--- src/rtl/ac_out_collector.sv ---
// AC column output collector: requantize, pack and buffer accumulator results.
// Words drain over valid/ready; FIFO overflow drops the word and sets a sticky flag.
module ac_out_collector #(
  parameter int ACC_WIDTH  = 35,
  parameter int OUT_WIDTH  = 8,
  parameter int PACK       = 4,
  parameter int FIFO_DEPTH = 4
) (
  input  logic                      clk,
  input  logic                      rst,
  input  logic [ACC_WIDTH-1:0]      data_in,
  input  logic                      data_in_en,
  input  logic [5:0]                shift_amt,
  input  logic                      flush,
  output logic [PACK*OUT_WIDTH-1:0] out_data,
  output logic [PACK-1:0]           out_byte_en,
  output logic                      out_valid,
  input  logic                      out_ready,
  output logic                      almost_full,
  output logic                      overflow_err,
  output logic [15:0]               sat_count
);

  localparam int LW = (PACK > 1) ? $clog2(PACK) : 1;
  localparam int PW = (FIFO_DEPTH > 1) ? $clog2(FIFO_DEPTH) : 1;
  localparam int CW = PW + 1;
  localparam int WW = PACK * OUT_WIDTH;
  localparam int AW = ACC_WIDTH + 1;

  localparam logic [5:0] SMAX = 6'(ACC_WIDTH - 1);
  localparam logic signed [AW-1:0] MAXV = AW'((1 << (OUT_WIDTH - 1)) - 1);
  localparam logic signed [AW-1:0] MINV = ~MAXV;
  localparam logic [OUT_WIDTH-1:0] MAXQ = {1'b0, {(OUT_WIDTH-1){1'b1}}};
  localparam logic [OUT_WIDTH-1:0] MINQ = {1'b1, {(OUT_WIDTH-1){1'b0}}};

  logic [ACC_WIDTH-1:0] cap_data;
  logic                 cap_en;
  logic [5:0]           cap_shift;
  logic                 cap_flush;

  always_ff @(posedge clk) begin
    if (rst) begin
      cap_data  <= '0;
      cap_en    <= 1'b0;
      cap_shift <= '0;
      cap_flush <= 1'b0;
    end else begin
      cap_data  <= data_in;
      cap_en    <= data_in_en;
      cap_shift <= (shift_amt > SMAX) ? SMAX : shift_amt;
      cap_flush <= flush;
    end
  end

  logic signed [AW-1:0] ext;
  logic signed [AW-1:0] rnd;
  logic signed [AW-1:0] sum;
  logic signed [AW-1:0] shr;
  logic [OUT_WIDTH-1:0] q;
  logic                 clip;

  // One extra bit of headroom keeps the round-half-up add from wrapping
  always_comb begin
    ext = {cap_data[ACC_WIDTH-1], cap_data};
    rnd = '0;
    if (cap_shift != 6'd0)
      rnd = AW'(1) << (cap_shift - 6'd1);
    sum  = ext + rnd;
    shr  = sum >>> cap_shift;
    q    = shr[OUT_WIDTH-1:0];
    clip = 1'b0;
    if (shr > MAXV) begin
      q    = MAXQ;
      clip = 1'b1;
    end else if (shr < MINV) begin
      q    = MINQ;
      clip = 1'b1;
    end
  end

  logic [WW-1:0]   pack_q;
  logic [PACK-1:0] mask_q;
  logic [LW-1:0]   lane_idx;
  logic [WW-1:0]   wr_word;
  logic [PACK-1:0] wr_mask;
  logic            last;
  logic            push;

  always_comb begin
    wr_word = pack_q;
    wr_mask = mask_q;
    last    = 1'b0;
    if (cap_en) begin
      wr_word[lane_idx*OUT_WIDTH +: OUT_WIDTH] = q;
      wr_mask[lane_idx] = 1'b1;
      last = (lane_idx == LW'(PACK - 1));
    end
    push = last | (cap_flush & (|wr_mask));
  end

  always_ff @(posedge clk) begin
    if (rst) begin
      pack_q    <= '0;
      mask_q    <= '0;
      lane_idx  <= '0;
      sat_count <= '0;
    end else begin
      if (push) begin
        pack_q   <= '0;
        mask_q   <= '0;
        lane_idx <= '0;
      end else if (cap_en) begin
        pack_q   <= wr_word;
        mask_q   <= wr_mask;
        lane_idx <= lane_idx + 1'b1;
      end
      if (cap_en && clip && sat_count != 16'hFFFF)
        sat_count <= sat_count + 16'd1;
    end
  end

  logic [WW-1:0]   mem_d [FIFO_DEPTH];
  logic [PACK-1:0] mem_m [FIFO_DEPTH];
  logic [PW-1:0]   wr_ptr;
  logic [PW-1:0]   rd_ptr;
  logic [CW-1:0]   count;
  logic            pop;
  logic            full;
  logic            wr_ok;

  assign pop   = (count != '0) & out_ready;
  assign full  = (count == CW'(FIFO_DEPTH));
  assign wr_ok = push & (~full | pop);

  always_ff @(posedge clk) begin
    if (rst) begin
      wr_ptr       <= '0;
      rd_ptr       <= '0;
      count        <= '0;
      overflow_err <= 1'b0;
    end else begin
      if (wr_ok)
        wr_ptr <= wr_ptr + 1'b1;
      if (pop)
        rd_ptr <= rd_ptr + 1'b1;
      if (push & ~wr_ok)
        overflow_err <= 1'b1;
      count <= count + CW'(wr_ok) - CW'(pop);
    end
  end

  always_ff @(posedge clk) begin
    if (wr_ok) begin
      mem_d[wr_ptr] <= wr_word;
      mem_m[wr_ptr] <= wr_mask;
    end
  end

  assign out_valid   = (count != '0);
  assign out_data    = out_valid ? mem_d[rd_ptr] : '0;
  assign out_byte_en = out_valid ? mem_m[rd_ptr] : '0;
  assign almost_full = (count >= CW'(FIFO_DEPTH - 1));

endmodule

--- config.mk ---
export PLATFORM = sky130hd
export DESIGN_NAME = ac_out_collector
export DESIGN_NICKNAME = d
export VERILOG_FILES = /design/src/rtl/ac_out_collector.sv
export SDC_FILE = /design/constraint.sdc
export NUM_CORES = 1
export LEC_CHECK = 0
export ABC_AREA = 1
export CAP_MARGIN = 20
export CELL_PAD_IN_SITES_DETAIL_PLACEMENT = 1
export CELL_PAD_IN_SITES_GLOBAL_PLACEMENT = 2
export CORE_MARGIN = 3
export CORE_UTILIZATION = 35
export CTS_CLUSTER_DIAMETER = 120
export DETAILED_ROUTE_END_ITERATION = 12
export PLACE_DENSITY_LB_ADDON = 0.1
export SYNTH_ARGS = -nofsm -noshare
export SYNTH_HDL_FRONTEND = slang
export SYNTH_SLANG_ARGS = --single-unit
--- constraint.sdc ---
create_clock -name clk -period 6 [get_ports clk]
set_input_delay 1.2 -clock clk [delete_from_list [all_inputs] [get_ports clk]]
set_output_delay 1.2 -clock clk [all_outputs]
set_load 0.01 [all_outputs]
==> out/metrics.yaml <==
clock-root-buffer: "clkbuf_16"
crit_required_ns: 6.29
cts_sinks: 251
status: "finished, final reports clean"
r2r_slack_ns: 0.50
fin_cells: 2849
dpl_cell_area_um2: 17000
areaGrowthSynthToFinish_pct: 17.2
worstPathArrival_ns: 5.79
slowest_delay_ns: 0.39
grt_max_degree: 73
worst_path_most_repeated_cell: "nand2_1"
max_slew_margin: 0.290
synth-edff-count: 144
post-route-period-util: 0.917
final-seq-area_um2: 6470
htreeDepth: 1
min-delay-path-class: "flop to flop"
start_util: 0.356
wl_per_cell_um: 19.6
avgSynthCellArea_um2: 7.13
grt_pass1_vias: 14900
dieHeight_um: 216
synth_seq_cells: 251
synth_cells: 2165
coreArea_um2: 43400
cts_setup_buffers: 0
ctsLongestPathBuffers: 3
drc_errors: 0
clock.fmax_ghz: 0.182
p_leak_uw: 0.00807
first_iter_violations: 794
antenna_cells: 0
dp_cells: 2794
stdcell_area_um2: 18100
worstSetupPathType: "flop to flop"
num-nets-final: 2340
clkLatencyLatePin_ns: 0.58
worst-path-max-fanout: 13
num_rows: 76
vdd_drop_max_mv: 0.209
synth_ff_type: "edfxtp_1"
async_flop_share: 0
dp_hpwl_um: 42300
cts_tree: "yes"
cp-start-kind: "flop"
die-area_um2: 46700
rsz0062_at_grt: "true"
layout-drive-gt1-share: 0.0680
antenna_left: 0
endpoint_kind: "flop"
viasPerCell: 5.14
finClkSkew_ns: 0.0176
synth_fp_nets: 2264
die_x_um: 216
yosysWarnings: 0
clkTransAtPathRegs_ns: 0.07
grt_pass1_wl_um: 86500
drt_wl_total_um: 55900
overflow: 0
cp_slowest_cell: "dfxtp_1"
port_buffers: 100
synth.cell_area_um2: 15400
hold_viol: 0
seq_area_frac_synth: 0.419
via_count: 14700
antenna_found_initial: 1
numCtsBuffers: 29
place.gp.congestion: 0.924
period_needed_ns: 5.50
multi_input_area_um2: 7720
total_power_uw: 5190
finalMaxSlewViolations: 0
setup_viol: 0
fill_cells: 5449
worst_pin_slew_ns: 1.07
grt_usage: 0.235
ioPinCount: 101
synth_cell_types: 52
cap_violations: 0
p_per_area_nw_per_um2: 287
dr.pass1.iters: 5
## sequential cells by signal, indices dropped and copies added, names as in the netlist, 3 cells and up, named ones only
| name | flops |
|---|---|
| mem_d | 128 |
| mask_q | 4 |
| pack_q | 32 |
| cap_shift | 6 |
| cap_data | 35 |
| count | 3 |
| sat_count | 16 |
| mem_m | 16 |
## final cells by class
type                            instances  share of cell area
Clock inverter                         18              0.0120
Tap cell                              585              0.0405
Clock buffer                           36              0.0438
Inverter                              254              0.0528
Timing Repair Buffer                  126              0.0667
Multi-Input combinational cell       1579               0.427
Sequential cell                       251               0.357
## path summary, 6_finish.rpt
check                from            to  depth (start not counted)
max reg2reg  cap_shift[0]  mem_d[0][28]                         33
min reg2reg    pack_q[20]    pack_q[20]                          2
max          cap_shift[0]  mem_d[0][28]                         33
min            pack_q[20]    pack_q[20]                          2
## stage by stage
stage | TNS [ns] | setup slack, ns | utilization | hold slack (ns)
floorplan | 0 | 1.63 | - | 0.436
global placement | 0 | 0.310 | 0.393 | 0.453
detailed placement | 0 | 0.413 | 0.393 | 0.466
CTS | 0 | 0.345 | 0.416 | 0.475
global route | -0.174 | -0.0375 | 0.417 | 0.498
finish | 0 | 0.499 | 0.417 | 0.475
## critical path, delay by kind of cell, from the launching register on
family | cells | cell delay (ns)
AND/OR/NAND/NOR | 28 | 3.87
buffers and inverters | 2 | 0.28
adder cells (fa/ha/maj) | 1 | 0.28
AO/OA/AOI/OAI | 2 | 0.38
flip-flops | 1 | 0.39
## cells in the mapped netlist, types with 2 or more instances
master / instances / area (µm²)
a21oi_1: 134 / 671
a21oi_2: 3 / 26.3
a221oi_1: 2 / 17.5
and2_1: 4 / 25.0
buf_1: 19 / 71.3
buf_2: 15 / 75.1
buf_4: 2 / 15.0
clkbuf_1: 43 / 161
clkinv_1: 6 / 22.5
dfxtp_1: 107 / 2140
edfxtp_1: 144 / 4320
fa_1: 2 / 40.0
ha_1: 51 / 638
inv_1: 237 / 890
inv_2: 10 / 37.5
mux2i_1: 3 / 30.0
nand2_1: 522 / 1960
nand2_2: 17 / 106
nand2_4: 3 / 33.8
nand2_8: 2 / 40.0
nand3_1: 280 / 1400
nand3_2: 10 / 100
nand3b_1: 5 / 37.5
nand4_1: 23 / 144
nor2_1: 331 / 1240
nor2_2: 13 / 81.3
nor3_1: 10 / 50.1
nor3_2: 2 / 20.0
nor4_1: 4 / 25.0
o211ai_1: 2 / 15.0
o21a_1: 2 / 15.0
o21ai_0: 106 / 531
o21ai_1: 3 / 15.0
o21bai_1: 4 / 30.0
o221ai_1: 4 / 35.0
o22ai_1: 4 / 25.0
xnor2_1: 8 / 70.1
xor2_1: 14 / 123
## cell usage in the layout, fill, tap and decap left out, types with 5 or more instances in the layout
master / count
a21oi_1: 132
clkdlybuf4s50_1: 99
nor2_4: 5
ha_1: 50
nand3_1: 280
clkinv_1: 8
nor2_2: 15
inv_1: 236
nand2_2: 16
nor2_1: 325
clkinv_2: 7
inv_2: 12
xnor2_1: 8
o21ai_0: 106
buf_4: 24
nand3_2: 10
nand3b_1: 5
a21oi_2: 5
nor3_1: 10
edfxtp_1: 144
nand4_1: 23
clkbuf_16: 29
nand2_1: 522
xor2_1: 14
dfxtp_1: 106
## logic make-up after synthesis
family / count (synthesis) / synth area share
and+or+nand+nor: 1232 / 0.346
DFF: 251 / 0.419
AOI/OAI and AO/OA: 269 / 0.0925
adders and majority gates: 53 / 0.0439
muxes: 3 / 0.00194
xor gates and xnor gates: 22 / 0.0125
buffers and inverters: 335 / 0.0848
## power breakdown
| group | internal [µW] | switching (µW) |
|---|---|---|
| Clock | 1120 | 752 |
| Combinational | 525 | 898 |
| Sequential | 1870 | 33.8 |
| Total | 3510 | 1680 |
## timing repair
| item | in CTS | in global routing |
|---|---|---|
| resized for setup | 0 | 9 |
| hold buffers | 0 | 0 |
| endpoints found under the hold margin | 0 | 0 |
| endpoints found under the setup margin | 0 | 134 |
## routing by layer
layer | track usage | share of wire | up-vias | wire length (µm)
met5 | 0 | 0.00013 | - | 7
met4 | 0.0523 | 0.022 | 2 | 1230
met3 | 0.0297 | 0.049 | 74 | 2730
met2 | 0.366 | 0.44 | 312 | 24600
met1 | 0.349 | 0.49 | 7032 | 27300
li1 | - | - | 7231 | -
Note: power is estimated with default switching activity, not from simulation.
